`src/rtl/alarmclock_pkg.sv`:
```
`default_nettype none
// ============================================================================
// alarmclock_pkg : set-mode states and time field limits for the alarm clock
// Revision: 1.0
// ============================================================================
package alarmclock_pkg;

  typedef enum logic [1:0] {
    RUN         = 2'd0,
    SET_HOURS   = 2'd1,
    SET_MINUTES = 2'd2
  } state_t;

  localparam logic [7:0] HOURS_MAX   = 8'd23;
  localparam logic [7:0] MINUTES_MAX = 8'd59;
  localparam logic [7:0] SECONDS_MAX = 8'd59;

  // Modulo increment of a time field: max_value wraps to zero.
  function automatic logic [7:0] wrap_inc(input logic [7:0] value, input logic [7:0] max_value);
    return (value >= max_value) ? 8'd0 : value + 8'd1;
  endfunction

endpackage
`default_nettype wire

```
`src/rtl/tick_prescaler.sv`:
```
`default_nettype none
// ============================================================================
// tick_prescaler : divides the system clock to a one-second terminal count
// Revision: 1.0
// ============================================================================
module tick_prescaler #(
  parameter int TICKS_PER_SEC = 50_000_000
) (
  input  logic clock,
  input  logic reset_n,
  input  logic clear,
  output logic tick,
  output logic half
);

  localparam int CNT_W = $clog2(TICKS_PER_SEC);
  localparam logic [CNT_W-1:0] C_LAST = CNT_W'(TICKS_PER_SEC - 1);
  localparam logic [CNT_W-1:0] C_HALF = CNT_W'(TICKS_PER_SEC / 2);

  logic [CNT_W-1:0] r_count;
  logic [CNT_W-1:0] w_count_next;

  // half is the blink phase of the count entered on the coming edge, so
  // registers loaded from it line up with the counter they describe.
  always_comb begin
    tick         = (r_count == C_LAST);
    w_count_next = (clear || tick) ? '0 : r_count + CNT_W'(1);
    half         = (w_count_next < C_HALF);
  end

  always_ff @(posedge clock or negedge reset_n) begin
    if (!reset_n) begin
      r_count <= '0;
    end else begin
      r_count <= w_count_next;
    end
  end

endmodule
`default_nettype wire

```
`src/rtl/time_keeper.sv`:
```
`default_nettype none
// ============================================================================
// time_keeper : 24-hour time-of-day counter with button-driven set mode
// Revision: 1.0
// ============================================================================
module time_keeper
  import alarmclock_pkg::*;
#(
  parameter int TICKS_PER_SEC = 50_000_000
) (
  input  logic       clock,
  input  logic       reset_n,
  input  logic       mode_btn,
  input  logic       inc_btn,
  output logic [7:0] hours,
  output logic [7:0] minutes,
  output logic [7:0] seconds,
  output logic       hours_enable,
  output logic       minutes_enable,
  output logic       seconds_enable,
  output logic       sec_tick
);

  state_t     r_state;
  state_t     w_state_next;
  logic       w_tick;
  logic       w_half;
  logic       w_leave_set;
  logic       w_run_tick;
  logic       w_inc_hours;
  logic       w_inc_minutes;
  logic [7:0] r_hours;
  logic [7:0] r_minutes;
  logic [7:0] r_seconds;
  logic       r_hours_enable;
  logic       r_minutes_enable;
  logic       r_seconds_enable;
  logic       r_sec_tick;

  tick_prescaler #(
    .TICKS_PER_SEC(TICKS_PER_SEC)
  ) u_prescaler (
    .clock  (clock),
    .reset_n(reset_n),
    .clear  (w_leave_set),
    .tick   (w_tick),
    .half   (w_half)
  );

  always_ff @(posedge clock or negedge reset_n) begin
    if (!reset_n) begin
      r_state <= RUN;
    end else begin
      r_state <= w_state_next;
    end
  end

  // mode_btn has priority: an inc_btn in the same cycle is dropped.
  always_comb begin
    w_state_next = r_state;
    case (r_state)
      RUN:         if (mode_btn) w_state_next = SET_HOURS;
      SET_HOURS:   if (mode_btn) w_state_next = SET_MINUTES;
      SET_MINUTES: if (mode_btn) w_state_next = RUN;
      default:     w_state_next = RUN;
    endcase
    w_leave_set   = mode_btn && (r_state == SET_MINUTES);
    w_run_tick    = w_tick && (r_state == RUN);
    w_inc_hours   = inc_btn && !mode_btn && (r_state == SET_HOURS);
    w_inc_minutes = inc_btn && !mode_btn && (r_state == SET_MINUTES);
  end

  // Terminal counts outside RUN are dropped, not deferred.
  always_ff @(posedge clock or negedge reset_n) begin
    if (!reset_n) begin
      r_hours    <= '0;
      r_minutes  <= '0;
      r_seconds  <= '0;
      r_sec_tick <= 1'b0;
    end else begin
      r_sec_tick <= w_run_tick;
      if (w_run_tick) begin
        r_seconds <= wrap_inc(r_seconds, SECONDS_MAX);
        if (r_seconds == SECONDS_MAX) begin
          r_minutes <= wrap_inc(r_minutes, MINUTES_MAX);
          if (r_minutes == MINUTES_MAX) begin
            r_hours <= wrap_inc(r_hours, HOURS_MAX);
          end
        end
      end
      if (w_inc_hours) begin
        r_hours <= wrap_inc(r_hours, HOURS_MAX);
      end
      if (w_inc_minutes) begin
        r_minutes <= wrap_inc(r_minutes, MINUTES_MAX);
      end
      if (w_leave_set) begin
        r_seconds <= '0;
      end
    end
  end

  // Enables follow the state being entered so a field blinks from its first cycle.
  always_ff @(posedge clock or negedge reset_n) begin
    if (!reset_n) begin
      r_hours_enable   <= 1'b1;
      r_minutes_enable <= 1'b1;
      r_seconds_enable <= 1'b1;
    end else begin
      r_hours_enable   <= (w_state_next != SET_HOURS) || w_half;
      r_minutes_enable <= (w_state_next != SET_MINUTES) || w_half;
      r_seconds_enable <= 1'b1;
    end
  end

  assign hours          = r_hours;
  assign minutes        = r_minutes;
  assign seconds        = r_seconds;
  assign hours_enable   = r_hours_enable;
  assign minutes_enable = r_minutes_enable;
  assign seconds_enable = r_seconds_enable;
  assign sec_tick       = r_sec_tick;

endmodule
`default_nettype wire

```
`config.mk`:
```
export PLATFORM = sky130hd
export DESIGN_NAME = time_keeper
export DESIGN_NICKNAME = d
export VERILOG_FILES = /design/src/rtl/alarmclock_pkg.sv /design/src/rtl/tick_prescaler.sv /design/src/rtl/time_keeper.sv
export SDC_FILE = /design/constraint.sdc
export NUM_CORES = 1
export LEC_CHECK = 0
export ABC_AREA = 1
export CORE_UTILIZATION = 52
export CTS_CLUSTER_SIZE = 24
export DETAILED_ROUTE_END_ITERATION = 10
export HOLD_SLACK_MARGIN = 0.1
export PLACE_DENSITY = 0.76
export SLEW_MARGIN = 20
export SYNTH_ARGS = -nofsm -noshare
export SYNTH_HDL_FRONTEND = slang
export SYNTH_HIERARCHICAL = 1
export SYNTH_SLANG_ARGS = --single-unit
export TNS_END_PERCENT = 50
```
`constraint.sdc`:
```
create_clock -name clock -period 2 [get_ports clock]
set_input_delay 0.4 -clock clock [delete_from_list [all_inputs] [get_ports clock]]
set_output_delay 0.4 -clock clock [all_outputs]
set_load 0.005 [all_outputs]
```
==> results.md <==
- Synth Warn #: 6
- WP data required: about 2.2 ns
- Layout Skew: 0.0109 ns
- Grt ovf: 0
- Synthesis-to-finish area growth: 24.0%
- # IOs: 32
- Multi-input gate area: roughly 2000 µm²
- Critical path origin: u_prescaler/r_count[1]
- Finished Layout Cells: ~640
- Met3 WL: 412 µm
- Number of DRC markers in iteration 0: ~230
- Worst r2r src: u_prescaler/r_count[1]
- Syn_nets: around 510
- Total CTS buffers: 5
- Register area: 1390 µm²
- Routed length per instance: approximately 13 µm
- Status: finished, violations left
- # nets final: ~570
- Root buf cell: clkbuf_8
- Cells after DPL: 619
- Initial Utilization: a little over half
- Final setup margin: -0.00889 ns
- Failing checks: design-rule violations, negative setup slack
- # setup viols final: 2
- Type of the worst min-delay path: in2async
- PD cells: 766 nW/µm²
- # fillers: ~540
- Clock tree buffer depth: 2
- Total Neg Setup Slack: -0.0102 ns
- First-pass GRT wire length: between 10000 and 15000 µm
- WP data arrival: between 2 and 2.5 ns
- # rows: 29
- Core Area: ~6400 µm²
- Drt pass-1 iters: 7
- R2R depth: 14
- LEAKAGE: around 0.0020 µW
- Worst r2r dst: hours_enable
- Clock Latency Late Sink: around 0.32 ns
- CTS H-tree lvls: 2
- Critical-path maximum fanout: 5
- I/O Buffers: 30
- WL met1: 3930 µm
- Min Clock Period, post-route: between 2 and 2.5 ns
- Max-Cap Viols: 0
- Die area: slightly above 7000 µm²
- Commonest non-fill, non-tap cell in the layout: nand2_1
- Largest net degree at the start of global routing: 50
- Startpoint types: register
- Vias: 3339
- Routed wire length: 8510 µm
- Antenna diodes: 0
- Yosys cell types: 34
- Crit path kind: reg2reg
- Final hold vios: 0
- Maximum vdd drop: approximately 0.66 mV
- Placer's final routability congestion estimate: 0.918
- Most frequent cells in the layout: nand2_1, nor2_1, inv_1, nand3_1, dfrtp_1
- CTS tree: yes
- Vias in the first global route: roughly 3k
- Final Slew Violations: 0
- Die X: between 80 and 90 µm
- Syn Std Cell Area: ~3500 µm²
- Share of layout cells above drive strength 1: around a fifth
- Clk pin slew, worst setup/hold paths: approximately 0.11 ns
- Syn Inst Count: around 500
- Initial antenna violation count: 0
- Placed wire-length estimate: about 6300 µm
- Register-to-register setup slack: -0.009 ns
- Unrepaired setup endpoints after global routing: yes
- Final ANT Viol Nets: 0
- Vias per cell: 5.23
- Seq/Total Area, Yosys: about two fifths
- Highest routed layer: met4
- Clk sink count: 55
- Yosys reg bits: 55
- Die Y: around 84 µm
- WL met2: 4010 µm
- GRT Util Overall: between 20% and 30%
- Number of remaining DRC errors: 2
- Fmax: between 400 and 500 MHz
- Post-Syn Area per Cell: 6.96 µm²
- Crit share post-route: 100%
- Endpoint type of the worst setup path: register
## per-stage QoR
step                hold WS [ns]  worst slack (ns)  util (%)  area (µm²)  total power [µW]
floorplan                  0.104             0.142         -        3510              2120
global placement           0.258           -0.0208      62.0        3980              2500
detailed placement         0.261           -0.0690      62.0        3980              2540
CTS                        0.463            0.0222      63.7        4090              3210
global route               0.459            -0.168      67.7        4350              3550
finish                     0.445          -0.00889      67.7        4350              3330
## cell type report
class	instances	area share (%)
timing repair buffer	54	11.7
sequential	55	31.9
clock inverter	3	0.547
multi-input combinational	376	46.0
tap	77	2.22
clock buffer	5	1.58
inverter	69	6.01
## Yosys cell counts
master | n | area (µm²)
nor3_4 | 1 | 16.3
o21bai_1 | 3 | 22.5
a21oi_1 | 4 | 20.0
nor3_1 | 6 | 30.0
clkbuf_2 | 1 | 5.00
nor2_1 | 82 | 308
buf_6 | 2 | 22.5
ha_1 | 4 | 50.1
nand4_1 | 7 | 43.8
nand3b_1 | 2 | 15.0
nand2_1 | 148 | 556
nand3_2 | 2 | 20.0
nor3b_1 | 2 | 15.0
xor2_1 | 7 | 61.3
inv_2 | 5 | 18.8
and2_1 | 1 | 6.26
inv_1 | 63 | 236
nand3_1 | 51 | 255
nor2_4 | 7 | 78.8
nand3_4 | 1 | 17.5
dfstp_2 | 2 | 52.6
nand2_4 | 4 | 45.0
or2_1 | 1 | 6.26
o21ai_0 | 6 | 30.0
o21a_1 | 1 | 7.51
dfrtp_1 | 53 | 1330
nor2_2 | 16 | 100
clkinv_1 | 1 | 3.75
conb_1 | 1 | 3.75
o21ai_1 | 3 | 15.0
xnor2_1 | 3 | 26.3
buf_4 | 1 | 7.51
nor3_2 | 1 | 10.0
nand2_2 | 12 | 75.1
## repair_timing
item	CTS	global route
pin swaps	0	31
hold buffers	1	0
resized for setup	1	56
cloned	0	0
endpoints found under the setup margin	1	19
hold endpoints to repair	6	0
buffers inserted	1	10
## worst max path at each step
stage	end	slack, ns	cells after the start
final	hours_enable	-0.009	14
after global routing	hours_enable	-0.17	14
after CTS	hours_enable	0.02	15
after detailed placement	hours_enable	-0.07	11
after global placement	minutes_enable	-0.02	11
after floorplan	minutes_enable	0.14	18
## per-layer routing
metal | global-route usage, % | vias to the layer above
met4 | 5.64 | 0
met2 | 40.0 | 101
met3 | 3.36 | 13
met5 | 0 | -
met1 | 34.6 | 1556
li1 | - | 1669
## cells by family after synthesis
logic type                 count (synthesis)  share of synthesized area [%]
DFF                                       55                           39.3
adders and majority gates                  4                           1.43
and+or+nand+nor                          344                           45.6
buffers and inverters                     73                           8.38
AOI/OAI and AO/OA                         17                           2.71
other                                      1                          0.107
xor gates and xnor gates                  10                           2.50
## where the power goes
part	internal (µW)	total (µW)	switching, µW
sequential	1290	1540	254
clock	254	644	390
combinational	552	1140	590
## critical path, cell delays in order, from the launching register on
cell     delay, ns
dfrtp_1       0.42
ha_4          0.17
nand2_4       0.07
nor2_4        0.21
nand3_4       0.13
o21ai_2       0.13
nand2_1       0.10
nor2_2        0.15
nand2_1       0.08
nor2_1        0.13
nand3_1       0.09
nor2_1        0.10
nor2_1        0.05
inv_1         0.06
nand2_1       0.06
## state kept, by name, summed over array words and instances, names as in the netlist
signal               flops
minutes                  8
r_state                  2
u_prescaler/r_count     26
seconds                  8
minutes_enable           1
sec_tick                 1
hours                    8
hours_enable             1
No activity file was read; power rests on OpenSTA's default activity.
